==> config.mk <==
export PLATFORM = sky130hd
export DESIGN_NAME = gerador_de_sequencia_gen
export DESIGN_NICKNAME = d
export VERILOG_FILES = /design/src/rtl/gerador_de_sequencia_gen.sv
export SDC_FILE = /design/constraint.sdc
export NUM_CORES = 1
export LEC_CHECK = 0
export CAP_MARGIN = 20
export CORE_AREA = 2 2 39 41
export DETAILED_ROUTE_END_ITERATION = 8
export DIE_AREA = 0 0 41 43
export SLEW_MARGIN = 20
export SYNTH_ARGS = -nofsm -noshare
export SYNTH_HDL_FRONTEND = slang
export SYNTH_SLANG_ARGS = --single-unit
==> constraint.sdc <==
create_clock -name clk -period 3 [get_ports clk]
set_input_delay 0.3 -clock clk [delete_from_list [all_inputs] [get_ports clk]]
set_output_delay 0.3 -clock clk [all_outputs]
set_load 0.005 [all_outputs]
==> src/rtl/gerador_de_sequencia_gen.sv <==
// Serial pattern generator: sends a latched SEQ_W-bit pattern MSB first, one bit per cycle, then pulses done.
// Optional macro GERADOR_REPEAT_EN adds the reps port and resends the pattern reps+1 times back-to-back.
module gerador_de_sequencia_gen #(
    parameter int SEQ_W = 4,
    parameter int REP_W = 4
) (
    input  logic             clk,
    input  logic             rst,
    input  logic [SEQ_W-1:0] seq,
`ifdef GERADOR_REPEAT_EN
    input  logic [REP_W-1:0] reps,
`endif
    input  logic             start,
    input  logic             abort,
    output logic             out,
    output logic             out_valid,
    output logic             busy,
    output logic             done
);

    localparam int IDX_W = $clog2(SEQ_W);
    localparam logic [IDX_W-1:0] LAST_IDX = IDX_W'(SEQ_W - 1);

    typedef enum logic [1:0] {
        IDLE,
        SEND,
        DONE
    } state_t;

    state_t           state_q;
    logic [SEQ_W-1:0] pat_q;
    logic [IDX_W-1:0] idx_q;
    logic [IDX_W-1:0] idx_d;
    logic             out_q;
    logic             out_valid_q;
    logic             busy_q;
    logic             done_q;
`ifdef GERADOR_REPEAT_EN
    logic [REP_W-1:0] rep_q;
`endif

    // idx_q always names the bit currently on the line; idx_d is the next one.
    assign idx_d = idx_q - IDX_W'(1);

    always_ff @(posedge clk or negedge rst) begin
        if (!rst) begin
            state_q     <= IDLE;
            pat_q       <= '0;
            idx_q       <= '0;
            out_q       <= 1'b0;
            out_valid_q <= 1'b0;
            busy_q      <= 1'b0;
            done_q      <= 1'b0;
`ifdef GERADOR_REPEAT_EN
            rep_q       <= '0;
`endif
        end else begin
            case (state_q)
                IDLE, DONE: begin
                    done_q <= 1'b0;
                    if (start && !abort) begin
                        state_q     <= SEND;
                        pat_q       <= seq;
                        idx_q       <= LAST_IDX;
                        out_q       <= seq[SEQ_W-1];
                        out_valid_q <= 1'b1;
                        busy_q      <= 1'b1;
`ifdef GERADOR_REPEAT_EN
                        rep_q       <= reps;
`endif
                    end else begin
                        state_q <= IDLE;
                    end
                end
                SEND: begin
                    if (abort) begin
                        state_q     <= IDLE;
                        out_q       <= 1'b0;
                        out_valid_q <= 1'b0;
                        busy_q      <= 1'b0;
                    end else if (idx_q == '0) begin
`ifdef GERADOR_REPEAT_EN
                        if (rep_q != '0) begin
                            rep_q <= rep_q - REP_W'(1);
                            idx_q <= LAST_IDX;
                            out_q <= pat_q[SEQ_W-1];
                        end else
`endif
                        begin
                            state_q     <= DONE;
                            done_q      <= 1'b1;
                            out_q       <= 1'b0;
                            out_valid_q <= 1'b0;
                            busy_q      <= 1'b0;
                        end
                    end else begin
                        idx_q <= idx_d;
                        out_q <= pat_q[idx_d];
                    end
                end
                default: begin
                    state_q     <= IDLE;
                    out_q       <= 1'b0;
                    out_valid_q <= 1'b0;
                    busy_q      <= 1'b0;
                    done_q      <= 1'b0;
                end
            endcase
        end
    end

    assign out       = out_q;
    assign out_valid = out_valid_q;
    assign busy      = busy_q;
    assign done      = done_q;

endmodule
==> run metrics, run 1 <==
Total Wirelength=roughly 880 um; Die H=approximately 43 um; DP HPWL=around 670 um; PwrDens=~570 nW/um^2; DRT met1 WL=403 um; Residual DRC=0; Syn Std Cell Area=around 500 sq um; Syn. warnings=0; Layout fillers=138; share of the synthesized area in the top cell type=between 50% and 60%; Num Clock Sinks=11; reg2reg path depth=5; die area=between 1500 and 2000 sq um; post-route setup TNS=0 ns; Synthesized Nets=50; Reg power frac=between 40 and 50%; Placement Rows=14; peak clock frequency supported by timing=0.633 GHz; share of cells above drive strength 1=16.4%; worst-margin pin slew=a little under 0.5 ns; FF-to-FF End=idx_q[1]; final setup vio count=0; CTS Root Cell=clkbuf_4; NetSw=~93 uW; CTS Hold Bufs=0; gr ovfl total=0; WL met3=49 um; 1st-pass router iterations=2; share of the clock period used by the worst path=approximately 53%; Worst Skew=around 0.0043 ns; sw frac=roughly 25%; synth unique cells=19; largest net degree at the start of global routing=12; Core Area=approximately 1400 sq um; max-slew violations=0; post-route ant nets=0; CP startpoint kind=flop; CTS max path bufs=2; post_cts resized=0; Clock Power Share=25.9%; Crit path arrival time=1.77 ns; Layout Nets=65; final worst slack=approximately 1.4 ns; num ports=12; gpl congestion=about 0.66; Synth Register Bits=11; dpl ws=1.34 ns; Vias/cell=~4.8; Worst Path Required=about 3.2 ns; Initial Util=between 30% and 40%; CTS H-tree depth=1; I/O Buffers=11; DRT iter0 DRCs=1; Fin Hold WS=between 0.3 and 0.4 ns; Max VDD drop=0.271 mV; Critical Setup Path Class=reg -> reg; worst skew pair latency=0.26 ns; GRT Total Usage=a little over an eighth; Area Overhead vs Synth=29.4%; Seq/Total Area, Yosys=a little over half; Combinational Power Share=between 20% and 30%; synthesized area per cell=12.4 sq um; Internal Power=between 200 and 300 uW; crit-path max FO=5; reg2reg start=idx_q[0]; RSZ-0062 raised after global routing=no; Die Wd=between 40 and 50 um; vias in the first global route=369; Worst-path clk slew=0.07 ns; max cap viols=0; Yosys top cell by area=dfrtp_1; largest cells by area after synthesis=dfrtp_1 (54%), mux2_2 (8.9%), mux4_2 (4.4%); Max-slew headroom=between 60% and 70%; ANT cells=0; antenna violations before repair=0; via count=about 340; max layer used=met3; Post-CTS Setup Bufs=0; leakage=around 0.00029 uW; WL met2=about 430 um; Gate Count Post-Synth=41; r2r setup slk=roughly 1.4 ns; outcome=finished, final reports clean; Hold Fails Final Rpt=0; first-pass GRT wire length=1.55 mm; crit end category=flop; CTS tree=built; CTS Buf Count=3; fin crit period=between 1.5 and 2 ns; hold crit path type=in -> async; Wirelength per Cell=12.4 um
how the worst max path moves through the flow:
stage,startpoint,endpoint,slack [ns],cells past startpoint
6_report,idx_q[0],idx_q[1],1.42,5
5_1_grt,idx_q[0],idx_q[1],1.28,5
4_1_cts,idx_q[0],idx_q[1],1.40,5
3_5_place_dp,start,pat_q[1],1.34,4
3_3_place_gp,start,pat_q[1],1.34,4
2_1_floorplan,idx_q[0],idx_q[1],1.55,5
per-layer routing:
layer	GRT usage [%]	vias to the layer above
li1	-	171
met2	19.7	8
met1	16.7	160
met4	6.00	0
met3	4.71	0
met5	0	-
per-stage QoR:
stage               std cells  area, sq um  utilization [%]  power [uW]
floorplan                  41          507                -         246
global placement           67          629             45.5         284
detailed placement         67          629             45.5         283
CTS                        71          656             47.4         383
global route               71          656             47.4         408
finish                     71          656             47.4         377
cells by family (layout without fill, tap and decap cells):
| group | after synthesis | in the layout | share of synthesized area (%) |
|---|---|---|---|
| AOI/OAI and AO/OA | 6 | 6 | 7.90 |
| adders and majority gates | 1 | 1 | 2.47 |
| buffers and inverters | 5 | 19 | 4.44 |
| DFF | 11 | 11 | 54.3 |
| muxes | 7 | 7 | 17.3 |
| and+or+nand+nor | 11 | 11 | 13.6 |
cell usage in the layout (no fill, tap or decap):
cell type	synthesis	layout
clkbuf_1	0	1
nand2b_1	3	3
mux2_2	4	4
nor3_1	1	1
o21ai_0	2	2
nor4b_1	2	2
nand2_1	2	2
nor3b_1	1	1
clkdlybuf4s50_1	0	11
mux4_2	1	1
clkbuf_4	0	3
or3b_1	1	1
o21a_1	1	1
inv_1	4	4
a21oi_2	1	1
nor2_1	1	1
ha_1	1	1
dfrtp_1	11	11
mux2i_1	2	2
a21oi_1	1	1
a22o_1	1	1
synth_stat cells:
cell type	instances
dfrtp_1	11
inv_1	4
mux2_2	4
nand2b_1	3
mux2i_1	2
nand2_1	2
nor4b_1	2
o21ai_0	2
a21oi_1	1
a21oi_2	1
a22o_1	1
buf_4	1
ha_1	1
mux4_2	1
nor2_1	1
nor3_1	1
nor3b_1	1
o21a_1	1
or3b_1	1
power groups by stage:
| stage | Clock [uW] | Combinational [uW] | Sequential [uW] |
|---|---|---|---|
| CTS | 102 | 94.1 | 187 |
| global placement | 0 | 93.6 | 190 |
| floorplan | 0 | 58.2 | 188 |
| finish | 97.4 | 92.2 | 187 |
| global route | 115 | 102 | 191 |
| detailed placement | 0 | 93.3 | 190 |
sequential cells by signal, indices dropped and copies added, names as in the netlist:
signal,count
busy,1
done,1
idx_q,2
out,1
pat_q,4
state_q,2
layout make-up:
| class | count | area, sq um | area share, % |
|---|---|---|---|
| multi-input cells | 25 | 209 | 31.9 |
| well taps | 16 | 20.0 | 3.05 |
| flip-flops and latches | 11 | 275 | 42.0 |
| clock buffers | 4 | 26.3 | 4.01 |
| repair buffers | 11 | 110 | 16.8 |
| inverters | 4 | 15.0 | 2.29 |
critical path, cell delays in order, from the launching register on:
cell	delay (ns)
dfrtp_1	0.40
inv_1	0.06
ha_1	0.24
or3b_1	0.38
a21oi_2	0.22
mux2i_1	0.20
(Power assumes the default switching activity.)
==> inputs of run 2 (changes only) <==
- PLACE_DENSITY: unset -> 0.66
- clock period: 3 -> 1.3 ns (I/O delays scaled with it)
==> run 2 against run 1 <==
The run now ends with setup timing left. Sequential share of layout area fell by 7.2 points. Critical path type unchanged. Clock skew fell by 0.00093 ns. Die area did not move. Clock power rose by 140%. Combinational power rose to 3.3 times the previous value. Setup slack got worse by 1.5 ns. Clock-buffer cell count did not move. Final area rose by 21%. Global-route usage fell by 0.33 points. Cell count rose by 20%. Non-clock buffer count rose by 14.
==> run metrics, run 2 (same netlist as run 1, synthesis figures left out) <==
outcome=finished, violations left; failing checks=setup timing; most frequent cells in the layout=buf_4 (14), dfrtp_1 (11), clkdlybuf4s50_1 (8), mux2_2 (4); max-slew violations=0 (unchanged); Max VDD drop=0.701 mV (+160%); commonest non-fill, non-tap cell in the layout=buf_4; die area=1760 sq um (unchanged); ANT cells=0 (unchanged); r2r setup slk=-0.13 ns (-1.55 ns); CTS Root Cell=clkbuf_4; post-route ant nets=0 (unchanged); GRT Total Usage=13.0% (-0.33 points); Non-Filler Instances=85 (+20%); Max-slew headroom=67.1% (-0.42 points); Placed Cells=75 (+12%); DRT iter0 DRCs=2 (+1); Fin Hold WS=0.197 ns (-0.168 ns); I/O Buffers=11 (unchanged); Total Wirelength=1.00 mm (+13%); CTS tree=built; first-pass GRT wire length=1.50 mm (-3.1%); Die H=43 um (unchanged); CTS Buf Count=3 (unchanged); largest net degree at the start of global routing=12 (unchanged); Num Clock Sinks=11 (unchanged); via count=406 (+20%); fin crit period=1.43 ns (-0.151 ns); Tot Pwr=959 uW (+150%); final worst slack=-0.129 ns (-1.55 ns); Largest regs=pat_q: 4 flops, idx_q: 2 flops, state_q: 2 flops; reg2reg path depth=6 (+1); Critical Setup Path Class=reg -> reg; CTS H-tree depth=1 (unchanged); Worst-path clk slew=0.07 ns (about the same); num ports=12 (unchanged); RSZ-0062 raised after global routing=yes; Wirelength per Cell=11.8 um (-5.3%); Vias/cell=4.78 (about the same); worst skew pair latency=0.26 ns (about the same); CTS max path bufs=2 (unchanged); crit-path max FO=3 (-2); Layout fillers=121 (-12%); Worst Skew=0.00333 ns (-0.000932 ns); Die Wd=41 um (unchanged); Initial Util=36.6% (unchanged); share of the clock period used by the worst path=110% (+57 points); Crit path arrival time=1.63 ns (-0.14 ns); Area Overhead vs Synth=56.0%; CTS Hold Bufs=0 (unchanged); max cap viols=0 (unchanged); antenna violations before repair=0 (unchanged); leakage=0.000376 uW (+31%); Placement Rows=14 (unchanged); gr ovfl total=0 (unchanged); share of cells above drive strength 1=39.1% (+23 points); FF-to-FF End=idx_q[0]; 1st-pass router iterations=2 (unchanged); register area=275 sq um (unchanged); hold crit path type=in -> async; Core Area=1380 sq um (unchanged); final setup vio count=3 (+3); Most flops, register=pat_q; worst-margin pin slew=0.492 ns (+0.00633 ns); Hold Fails Final Rpt=0 (unchanged); Residual DRC=0 (unchanged); peak clock frequency supported by timing=0.700 GHz (+11%); crit end category=flop; PwrDens=1210 nW/um^2 (+110%); vias in the first global route=378 (+2.4%); Worst Path Required=1.51 ns (-1.68 ns); Layout Nets=79 (+22%); DP HPWL=710 um (+5.3%); post-route setup TNS=-0.275 ns (-0.275 ns); area of the multi-input gates=235 sq um (+13%); reg2reg start=idx_q[0]; gpl congestion=0.643 (-2.5%); max FFs per register=4 (unchanged); CP startpoint kind=flop
run 2: area by class of cell:
cell class	instances	area share [%]
Multi-Input combinational cell	25	29.7
Timing Repair Buffer	25	27.7
Tap cell	16	2.53
Sequential cell	11	34.8
Clock buffer	4	3.32
Inverter	4	1.90
run 2: what timing repair did:
item	4_1_cts	5_1_grt
setup endpoints to repair	4	10
gates resized for setup	1	6
pin swaps	1	0
buffers inserted	4	2
run 2: where the power goes:
group	leakage (uW)	total [uW]	switching (uW)	internal [uW]
Sequential	0.000131	428	30.5	398
Combinational	0.000230	302	104	198
Clock	0.0000150	229	111	118
run 2: worst max path at each step:
stage,start,endpoint,slack (ns)
floorplan,idx_q[0],idx_q[1],-0.10
global placement,abort,idx_q[0],-0.12
detailed placement,abort,idx_q[0],-0.15
CTS,idx_q[0],idx_q[1],-0.10
global route,idx_q[0],idx_q[0],-0.19
finish,idx_q[0],idx_q[0],-0.13
run 2: through the flow:
step | utilization [%] | setup slack (ns) | cell area [sq um]
2_1_floorplan | - | -0.104 | 509
3_3_place_gp | 50.0 | -0.120 | 692
3_5_place_dp | 50.0 | -0.151 | 692
4_1_cts | 54.0 | -0.105 | 747
5_1_grt | 57.1 | -0.193 | 791
6_report | 57.1 | -0.129 | 791
run 2: routing by layer:
metal	GRT usage (%)	part of all wire, %
met5	0	0
met4	8.00	0
met3	3.14	5.2
met2	20.3	51
met1	14.9	43
run 2: worst max-delay path, cell delays in order (launching register included):
cell     delay, ns
dfrtp_1       0.36
inv_2         0.05
ha_4          0.15
or3b_1        0.37
a21oi_2       0.19
buf_4         0.14
o21a_1        0.10
